**config.mk**
```make
export PLATFORM = sky130hd
export DESIGN_NAME = uart_bus_master
export DESIGN_NICKNAME = d
export VERILOG_FILES = /design/src/rtl/uart_bus_pkg.sv /design/src/rtl/uart_byte_rx.sv /design/src/rtl/uart_bus_master.sv
export SDC_FILE = /design/constraint.sdc
export NUM_CORES = 1
export LEC_CHECK = 0
export ABC_AREA = 1
export CORE_UTILIZATION = 51
export DETAILED_ROUTE_END_ITERATION = 12
export GPL_ROUTABILITY_DRIVEN = 1
export PLACE_DENSITY = 0.77
export SLEW_MARGIN = 20
export SYNTH_ARGS = -nofsm -noshare
export SYNTH_HDL_FRONTEND = slang
export SYNTH_SLANG_ARGS = --single-unit
```
**constraint.sdc**
```tcl
create_clock -name clk -period 1.7 [get_ports clk]
set_input_delay 0.17 -clock clk [delete_from_list [all_inputs] [get_ports clk]]
set_output_delay 0.17 -clock clk [all_outputs]
set_load 0.02 [all_outputs]
```
**src/rtl/uart_bus_pkg.sv**
```systemverilog
// uart_bus_pkg: shared opcodes, response byte, FSM states and default bit timing for the UART bus master.
package uart_bus_pkg;
    localparam logic [7:0] OP_WRITE = 8'h57;
    localparam logic [7:0] OP_READ = 8'h52;
    localparam logic [7:0] RSP_ACK = 8'h4B;
    localparam int DEFAULT_CLKS_PER_BIT = 10417;
    typedef enum logic [2:0] {IDLE, ADDR, DATA, BUS, RESP} state_t;
endpackage

```
**src/rtl/uart_byte_rx.sv**
```systemverilog
// uart_byte_rx: 8N1 receiver with input synchronizer, glitch-checked start bit and mid-bit sampling.
module uart_byte_rx
    import uart_bus_pkg::*;
#(
    parameter int CLKS_PER_BIT = DEFAULT_CLKS_PER_BIT
) (
    input  logic       clk,
    input  logic       reset,
    input  logic       rx,
    output logic [7:0] data,
    output logic       byte_valid,
    output logic       frame_err,
    output logic       active
);
    localparam int CW = $clog2(CLKS_PER_BIT);
    localparam logic [1:0] S_IDLE = 2'd0, S_START = 2'd1, S_DATA = 2'd2, S_STOP = 2'd3;
    logic [1:0] st;
    logic s1, s2, s3;
    logic [CW-1:0] cnt;
    logic [2:0] idx;
    logic last;
    assign last = cnt == CW'(CLKS_PER_BIT - 1);
    assign byte_valid = st == S_STOP && last && s2;
    assign frame_err = st == S_STOP && last && !s2;
    assign active = st != S_IDLE;
    always_ff @(posedge clk) begin
        if (reset) begin
            st <= S_IDLE;
            {s1, s2, s3} <= 3'b111;
            cnt <= '0;
            idx <= '0;
            data <= '0;
        end else begin
            {s1, s2, s3} <= {rx, s1, s2};
            case (st)
                S_IDLE: begin
                    cnt <= '0;
                    if (s3 && !s2) st <= S_START;
                end
                S_START: begin
                    cnt <= cnt + 1'b1;
                    // a start bit that is no longer low at half-bit is a glitch
                    if (cnt == CW'(CLKS_PER_BIT / 2 - 1)) begin
                        cnt <= '0;
                        idx <= '0;
                        st <= s2 ? S_IDLE : S_DATA;
                    end
                end
                S_DATA: begin
                    cnt <= last ? '0 : cnt + 1'b1;
                    if (last) begin
                        data <= {s2, data[7:1]};
                        idx <= idx + 1'b1;
                        if (idx == 3'd7) st <= S_STOP;
                    end
                end
                S_STOP: begin
                    cnt <= last ? '0 : cnt + 1'b1;
                    if (last) st <= S_IDLE;
                end
            endcase
        end
    end
endmodule

```
**src/rtl/uart_bus_master.sv**
```systemverilog
// uart_bus_master: UART command decoder issuing 32-bit bus reads/writes and serialising the response.
module uart_bus_master
    import uart_bus_pkg::*;
#(
    parameter int CLKS_PER_BIT = DEFAULT_CLKS_PER_BIT,
    parameter int TIMEOUT_BITS = 64
) (
    input  logic        clk,
    input  logic        reset,
    input  logic        uart_rx,
    output logic        uart_tx,
    output logic        rd,
    output logic        wr,
    output logic [31:0] addr,
    output logic [31:0] wdata,
    input  logic [31:0] rdata,
    output logic        busy
);
    localparam int CW = $clog2(CLKS_PER_BIT);
    localparam int LIMIT = TIMEOUT_BITS * CLKS_PER_BIT;
    localparam int TW = $clog2(LIMIT);
    state_t state;
    logic op_wr;
    logic [1:0] nbytes, resp_left;
    logic [23:0] sh;
    logic [31:0] resp_buf;
    logic [8:0] tx_sh;
    logic [3:0] tx_bit;
    logic [CW-1:0] tx_cnt;
    logic [TW-1:0] timer;
    logic [7:0] rx_data;
    logic byte_valid, frame_err, rx_active, bit_end;

    uart_byte_rx #(.CLKS_PER_BIT(CLKS_PER_BIT)) u_rx (
        .clk(clk), .reset(reset), .rx(uart_rx), .data(rx_data),
        .byte_valid(byte_valid), .frame_err(frame_err), .active(rx_active)
    );

    assign rd = state == BUS && !op_wr;
    assign wr = state == BUS && op_wr;
    assign busy = state != IDLE;
    assign bit_end = tx_cnt == CW'(CLKS_PER_BIT - 1);

    always_ff @(posedge clk) begin
        if (reset) begin
            state <= IDLE;
            op_wr <= 1'b0;
            nbytes <= '0;
            resp_left <= '0;
            sh <= '0;
            addr <= '0;
            wdata <= '0;
            resp_buf <= '0;
            tx_sh <= '0;
            tx_bit <= '0;
            tx_cnt <= '0;
            timer <= '0;
            uart_tx <= 1'b1;
        end else begin
            case (state)
                IDLE: begin
                    timer <= '0;
                    nbytes <= '0;
                    if (byte_valid && (rx_data == OP_WRITE || rx_data == OP_READ)) begin
                        state <= ADDR;
                        op_wr <= rx_data == OP_WRITE;
                    end
                end
                ADDR, DATA: begin
                    timer <= rx_active ? '0 : timer + 1'b1;
                    if (frame_err || (!rx_active && timer == TW'(LIMIT - 1))) state <= IDLE;
                    else if (byte_valid) begin
                        // bytes assemble in sh so addr/wdata only change on a complete field
                        sh <= {sh[15:0], rx_data};
                        nbytes <= nbytes + 1'b1;
                        if (nbytes == 2'd3 && state == ADDR) begin
                            addr <= {sh, rx_data};
                            state <= op_wr ? DATA : BUS;
                        end else if (nbytes == 2'd3) begin
                            wdata <= {sh, rx_data};
                            state <= BUS;
                        end
                    end
                end
                BUS: begin
                    uart_tx <= 1'b0;
                    tx_sh <= {1'b1, op_wr ? RSP_ACK : rdata[31:24]};
                    resp_buf <= {rdata[23:0], 8'h00};
                    resp_left <= op_wr ? 2'd0 : 2'd3;
                    tx_cnt <= '0;
                    tx_bit <= '0;
                    state <= RESP;
                end
                RESP: begin
                    tx_cnt <= bit_end ? '0 : tx_cnt + 1'b1;
                    if (bit_end && tx_bit == 4'd9 && resp_left == 2'd0) state <= IDLE;
                    else if (bit_end && tx_bit == 4'd9) begin
                        uart_tx <= 1'b0;
                        tx_sh <= {1'b1, resp_buf[31:24]};
                        resp_buf <= resp_buf << 8;
                        resp_left <= resp_left - 1'b1;
                        tx_bit <= '0;
                    end else if (bit_end) begin
                        uart_tx <= tx_sh[0];
                        tx_sh <= tx_sh >> 1;
                        tx_bit <= tx_bit + 1'b1;
                    end
                end
                default: state <= IDLE;
            endcase
        end
    end
endmodule

```
==> metrics.md, run 1 <==
| Metric | Value |
|---|---|
| Distinct cells, synth | `44` |
| Final Max Tran Viols | `0` |
| Routed wire per std cell | `18.9 µm` |
| Worst-path fanout max | `9` |
| EDFF count, synth | `0` |
| Clk slew on worst S/H paths | `0.08 ns` |
| Synth area leaders | `dfxtp_1 45%, nor2_1 7.7%, nand2_1 7.3%, inv_1 6.6%, a21oi_1 5.2%` |
| Final period util | `1.19` |
| Post-synth top flop | `dfxtp_1` |
| Gr usage total | `0.263` |
| Multi-input gate area | `5130 µm²` |
| DRC | `0` |
| Most common cell after layout, fill and taps aside | `dfxtp_1` |
| Sequential area share after synthesis | `0.450` |
| Final #Nets | `1455` |
| Leak pwr | `0.00491 µW` |
| Syn_area_per_cell | `7.35 µm²` |
| Total power | `9490 µW` |
| CP Data Arrival Time | `2.38 ns` |
| Type of the most critical hold path | `input pin to flop` |
| Num CTS Buffers | `17` |
| Row count | `47` |
| CTS sink cnt | `198` |
| Slew HR | `0.659` |
| Area growth, synth to finish | `49.4%` |
| Core Area | `16700 µm²` |
| Pre-antenna DRT Iters | `6` |
| Design Area, Final | `13200 µm²` |
| Non-Filler Instances | `1642` |
| Failing checks | `setup timing` |
| Total grt overflow | `0` |
| Initial core utilization | `0.527` |
| Outcome | `complete, but fails checks` |
| CTS tree | `built` |
| Worst-case clock skew | `0.0151 ns` |
| # diodes | `0` |
| Register bit total from synthesis | `198` |
| Vias in the first global route | `7937` |
| Power per cell area | `721 nW/µm²` |
| Yosys warning total | `0` |
| Max Cap Violations | `0` |
| Post-DP HPWL | `14700 µm` |
| Clock Latency Late Sink | `0.46 ns` |
| Fraction of layout cells with a size suffix above 1 | `0.336` |
| RSZ-0062 raised after global routing | `true` |
| I/O pin count | `103` |
| Fmax | `492 MHz` |
| Crit Path Class | `flop to flop` |
| Height of the die | `133 µm` |
| Post-layout util | `0.788` |
| Slew @ Worst Pin | `0.512 ns` |
| Hold path depth | `2` |
| CTS Hold Bufs | `0` |
| Largest net degree at the start of global routing | `70` |
| Syn_nets | `1244` |
| First-pass GRT wire length | `37900 µm` |
| Most frequent cells in the layout | `186 x dfxtp_1, 140 x inv_1, 131 x nand2_1, 121 x nor2_1, 98 x clkdlybuf4s50_1` |
| Max H-tree Level | `4` |
| Die W | `133 µm` |
| Final min period | `2.03 ns` |
| Critical Path RT | `2.05 ns` |
| Fraction of registers with async set/reset | `0` |
| Hold violation count in the final report | `0` |
| Antenna viol nets, final | `0` |
| R2R cell count | `12` |
| Mapped Cells | `1198` |
| Setup slack after layout | `-0.331 ns` |
| Placed inst area | `10600 µm²` |
| Clock buffer depth | `2` |
| DRT Wirelength | `31000 µm` |
| CP endpoint kind | `flop` |
| Dpl cells | `1559` |
| Post-Syn Area | `8810 µm²` |
| Worst vdd ir | `0.748 mV` |
| Yosys top cell area share | `0.450` |
| Critical Path Start Type | `flop` |
| Die ar. | `17800 µm²` |
| 1st-iter DRT viols | `1013` |
| # port buffers | `102` |
| Setup violations, final | `163` |
| Gpl congestion | `0.822` |
| FILL cells | `951` |
| Area leader, netlist | `dfxtp_1` |
| Vias per cell | `5.96` |
| Reg area | `3980 µm²` |
| DR vias | `9790` |
| Root Driver | `clkbuf_16` |
| Initial antenna violation count | `0` |
-- metal layers --
metal  part of all wire  up-vias  global-route usage
li1                   -     4347                   -
met5                  0        -                   0
met3              0.084      201              0.0518
met4              0.059        0               0.105
met1               0.38     4583               0.345
met2               0.48      659               0.424
-- repair_timing --
item | 4_1_cts | 5_1_grt
setup endpoints to repair | 117 | 183
endpoints found under the hold margin | 0 | 0
resized for setup | 118 | 306
pin swaps | 19 | 68
buffers inserted | 9 | 30
cloned | 6 | 11
-- cells by family (layout without fill, tap and decap cells) --
logic type | count (synthesis) | after routing | synth area share
XOR/XNOR | 8 | 8 | 0.00796
flip-flops | 198 | 198 | 0.450
AO/OA/AOI/OAI | 273 | 273 | 0.179
adder cells (fa/ha/maj) | 11 | 11 | 0.0156
buffers and inverters | 218 | 441 | 0.101
AND/OR/NAND/NOR | 490 | 491 | 0.246
-- critical path, stage by stage, from the launching register on --
cell	delay, ns
dfxtp_4	0.35
inv_2	0.07
ha_4	0.13
nand4_1	0.12
nor2_2	0.18
nand3_2	0.13
nor2_4	0.16
nand2_4	0.09
nor2_8	0.24
buf_6	0.15
inv_4	0.06
o21ai_1	0.16
nor2_1	0.07
-- Yosys cell counts, types with 2 or more instances --
master      n
a211oi_1   61
a21oi_1    92
a221oi_1    4
and2_1      4
buf_2      14
buf_4       5
buf_6       5
clkbuf_1   31
dfxtp_1   198
ha_1       11
inv_1     155
inv_2       7
nand2_1   172
nand2_2     6
nand2_4     3
nand3_1    64
nand3_2     2
nand4_1    20
nor2_1    181
nor2_2      6
nor2_4      4
nor2_8      2
nor3_1     17
nor3b_1     3
o211ai_1    3
o21ai_0    74
o21ai_1    28
o22ai_1     3
or2_2       2
xor2_1      7
-- through the flow --
stage,setup TNS [ns],hold slack (ns),worst slack (ns)
2_1_floorplan,-0.131,0.274,-0.0139
3_3_place_gp,-1.13,0.392,-0.0741
3_5_place_dp,-5.20,0.397,-0.185
4_1_cts,-4.38,0.0124,-0.101
5_1_grt,-39.33,0.00841,-0.430
6_report,-24.80,0.0231,-0.331
-- report_power, final --
| group | leakage, µW | internal, µW | switching (µW) |
|---|---|---|---|
| clock | 0.000304 | 2140 | 2130 |
| combinational | 0.00301 | 213 | 314 |
| sequential | 0.00160 | 4670 | 28.8 |
-- worst paths after layout --
path | end | start | slack (ns)
max | wdata[9]$_SDFFE_PP0P_ | u_rx.cnt[1]$_SDFF_PP0_ | -0.33
min | timer[17]$_SDFFE_PP0P_ | reset | 0.02
max reg2reg | wdata[9]$_SDFFE_PP0P_ | u_rx.cnt[1]$_SDFF_PP0_ | -0.33
min reg2reg | u_rx.s2$_SDFF_PP1_ | u_rx.s1$_SDFF_PP1_ | 0.43
-- sequential cells by signal, summed over array words and instances, names as in the netlist, 3 cells and up, named ones only --
signal,cells
wdata,32
sh,24
tx_cnt,14
addr,32
u_rx.idx,3
tx_bit,4
tx_sh,9
u_rx.cnt,14
u_rx.data,8
state,3
timer,20
resp_buf,24
-- layout make-up --
class	instances	area share
inverters	163	0.0483
flip-flops and latches	198	0.303
repair inverters	3	0.00171
clock inverters	15	0.0149
multi-input cells	783	0.390
repair buffers	243	0.189
well taps	220	0.0209
clock buffers	17	0.0323
Power figures use the tool's default switching activity.
==> run 2: changes to the inputs <==
--- a/config.mk
+++ b/config.mk
@@ -6,6 +6,7 @@
 export NUM_CORES = 1
 export LEC_CHECK = 0
 export ABC_AREA = 1
+export CORE_ASPECT_RATIO = 0.7
 export CORE_UTILIZATION = 51
 export DETAILED_ROUTE_END_ITERATION = 12
 export GPL_ROUTABILITY_DRIVEN = 1
==> run 2 against run 1 <==
Against the previous run: the run still ends with setup timing left; final area increased by 0.27%; register-to-register slack got worse by 0.21 ns; fmax decreased by 9.5%; largest cell class unchanged.
==> metrics.md, run 2 (same netlist as run 1, synthesis figures left out) <==
| Metric | Value |
|---|---|
| P_sw | `2400 µW (was 2470 µW)` |
| Setup slack after layout | `-0.544 ns (was -0.331 ns)` |
| Row count | `39 (was 47)` |
| Gr usage total | `0.289 (was 0.263)` |
| # port buffers | `102 (unchanged)` |
| Biggest regs | `addr (32), wdata (32) (unchanged)` |
| Most frequent cells in the layout | `187 x dfxtp_1, 142 x inv_1, 124 x nand2_1, 119 x nor2_1, 100 x buf_4 (was 186 x dfxtp_1, 140 x inv_1, 131 x nand2_1, 121 x nor2_1, 98 x clkdlybuf4s50_1)` |
| CTS tree | `built (unchanged)` |
| Slew HR | `0.598 (was 0.659)` |
| Gpl congestion | `0.849 (was 0.822)` |
| Hold slack | `0.0968 ns (was 0.0231 ns)` |
| Clock Latency Late Sink | `0.45 ns (was 0.46 ns)` |
| Final Max Tran Viols | `0 (unchanged)` |
| I/O pin count | `103 (unchanged)` |
| R2r startpoint | `u_rx.cnt[1]$_SDFF_PP0_ (unchanged)` |
| DRT Wirelength | `31800 µm (was 31000 µm)` |
| Post-DP HPWL | `15200 µm (was 14700 µm)` |
| Total power | `9280 µW (was 9490 µW)` |
| Critical Path Start Type | `flop (unchanged)` |
| Clk slew on worst S/H paths | `0.07 ns (was 0.08 ns)` |
| Initial core utilization | `0.531 (was 0.527)` |
| Routed wire per std cell | `19.3 µm (was 18.9 µm)` |
| CP Data Arrival Time | `2.53 ns (was 2.38 ns)` |
| Area growth, synth to finish | `49.8% (was 49.4%)` |
| Num CTS Buffers | `17 (unchanged)` |
| Max H-tree Level | `4 (unchanged)` |
| R2R Setup Slk | `-0.54 ns (was -0.33 ns)` |
| Pre-antenna DRT Iters | `8 (was 6)` |
| Crit Path Class | `flop to flop (unchanged)` |
| Die ar. | `17800 µm² (about the same)` |
| RSZ-0062 raised after global routing | `true (unchanged)` |
| R2R cell count | `10 (was 12)` |
| Int Pwr | `6880 µW (was 7020 µW)` |
| Most common cell after layout, fill and taps aside | `dfxtp_1 (unchanged)` |
| Hold_sp | `reset (unchanged)` |
| Hold path depth | `4 (was 2)` |
| Type of the most critical hold path | `input pin to flop (unchanged)` |
| 1st-iter DRT viols | `1118 (was 1013)` |
| Core Area | `16600 µm² (was 16700 µm²)` |
| # diodes | `0 (unchanged)` |
| Worst-case clock skew | `0.00859 ns (was 0.0151 ns)` |
| Worst-path fanout max | `23 (was 9)` |
| Clk pwr share | `0.436 (was 0.450)` |
| Root Driver | `clkbuf_16 (unchanged)` |
| Outcome | `complete, but fails checks (unchanged)` |
| Fraction of layout cells with a size suffix above 1 | `0.344 (was 0.336)` |
| Final min period | `2.24 ns (was 2.03 ns)` |
| Fmax | `446 MHz (was 492 MHz)` |
| Antenna viol nets, final | `0 (unchanged)` |
| Max Cap Violations | `0 (unchanged)` |
| CTS Hold Bufs | `0 (unchanged)` |
| Total grt overflow | `0 (unchanged)` |
| Post-layout util | `0.795 (was 0.788)` |
| Vias per cell | `5.92 (was 5.96)` |
| DR vias | `9741 (was 9790)` |
| Vias in the first global route | `8366 (was 7937)` |
| Hold violation count in the final report | `0 (unchanged)` |
| Die W | `159 µm (was 133 µm)` |
| Largest net degree at the start of global routing | `86 (was 70)` |
| CP endpoint kind | `flop (unchanged)` |
| Critical Path RT | `1.98 ns (was 2.05 ns)` |
| Power share of the sequential group | `0.506 (was 0.495)` |
| WHS Endpoint | `u_rx.cnt[11]$_SDFF_PP0_ (was timer[17]$_SDFFE_PP0P_)` |
| Net Sw Frac | `0.259 (was 0.261)` |
| Failing checks | `setup timing (unchanged)` |
| Height of the die | `112 µm (was 133 µm)` |
| Slew @ Worst Pin | `0.603 ns (was 0.512 ns)` |
| Leak pwr | `0.00487 µW (was 0.00491 µW)` |
| Setup violations, final | `149 (was 163)` |
| Worst vdd ir | `0.694 mV (was 0.748 mV)` |
| DRC | `0 (unchanged)` |
| Reg-to-Reg End | `addr[9]$_SDFFE_PP0P_ (was wdata[9]$_SDFFE_PP0P_)` |
| First-pass GRT wire length | `41800 µm (was 37900 µm)` |
| CTS sink cnt | `198 (unchanged)` |
| Power per cell area | `703 nW/µm² (was 721 nW/µm²)` |
| Final period util | `1.32 (was 1.19)` |
| Clock buffer depth | `2 (unchanged)` |
| Logic pwr share | `0.058 (was 0.056)` |
| Final #Nets | `1454 (was 1455)` |
| Initial antenna violation count | `0 (unchanged)` |
==> run 2: cell types whose count changed in the layout (fill, tap and decap cells not counted), sizes merged <==
| cell | before | now |
|---|---|---|
| inv | 170 | 171 |
| clkbuf | 22 | 23 |
| bufinv | 1 | 0 |
| clkinvlp | 2 | 4 |
| clkinv | 8 | 4 |
| nand2 | 182 | 181 |
| buf | 139 | 140 |
==> run 2: power by group through the flow <==
stage | clock, µW | combinational [µW] | sequential (µW)
floorplan | 0 | 205 | 4800
global placement | 0 | 383 | 4800
detailed placement | 0 | 391 | 4800
CTS | 3970 | 417 | 4690
global route | 4210 | 582 | 4690
finish | 4050 | 540 | 4690
==> run 2: through the flow <==
stage                     instance area [µm²]  worst slack [ns]  cells  TNS (ns)
after floorplan                          8830           -0.0139   1198    -0.131
after global placement                  10700           -0.0542   1569    -0.633
after detailed placement                10700            -0.150   1569     -5.64
after CTS                               12100            -0.111   1626     -7.97
after global routing                    13200            -0.534   1646    -33.27
final                                   13200            -0.544   1646    -23.91
==> run 2: how the worst max path moves through the flow <==
stage / slack [ns] / from / cells past startpoint / end
3_3_place_gp: -0.05 / u_rx.cnt[0]$_SDFF_PP0_ / 11 / wdata[0]$_SDFFE_PP0P_
3_5_place_dp: -0.15 / timer[1]$_SDFFE_PP0P_ / 10 / timer[10]$_SDFFE_PP0P_
5_1_grt: -0.53 / u_rx.cnt[1]$_SDFF_PP0_ / 10 / addr[9]$_SDFFE_PP0P_
6_report: -0.54 / u_rx.cnt[1]$_SDFF_PP0_ / 10 / addr[9]$_SDFFE_PP0P_
2_1_floorplan: -0.01 / tx_cnt[0]$_SDFFE_PP0P_ / 13 / resp_buf[26]$_SDFFE_PP0P_
4_1_cts: -0.11 / u_rx.cnt[1]$_SDFF_PP0_ / 12 / wdata[31]$_SDFFE_PP0P_
==> run 2: per-layer routing <==
metal  track usage  wire, µm  vias up  share of wire
met3        0.0600      2930      130          0.092
li1              -         -     4356              -
met1         0.413     13300     4644           0.42
met4        0.0840      1120        0          0.035
met2         0.441     14400      611           0.45
met5             0         0        -              0
==> run 2: what timing repair did <==
action / CTS / global route
pin swaps: 24 / 92
buffers inserted: 19 / 21
endpoints found under the setup margin: 137 / 181
resized for setup: 177 / 249
gates cloned: 7 / 6
==> run 2: critical path, cell delays in order (launching register included) <==
cell and delay (ns):
dfxtp_2 0.33, inv_2 0.08, ha_4 0.15, nand4_1 0.14, nor2_2 0.19, nand3_2 0.14
nor2_4 0.15, buf_4 0.17, nand2_8 0.08, buf_16 0.19, a211oi_1 0.47
==> run 2: cell type report <==
| class | instances | area, µm² |
|---|---|---|
| repair buffers | 244 | 2490 |
| flip-flops and latches | 198 | 3980 |
| clock buffers | 18 | 439 |
| well taps | 225 | 282 |
| clock inverters | 14 | 130 |
| repair inverters | 2 | 18.8 |
| fillers | 936 | 3400 |
| multi-input cells | 782 | 5220 |
| inverters | 163 | 638 |
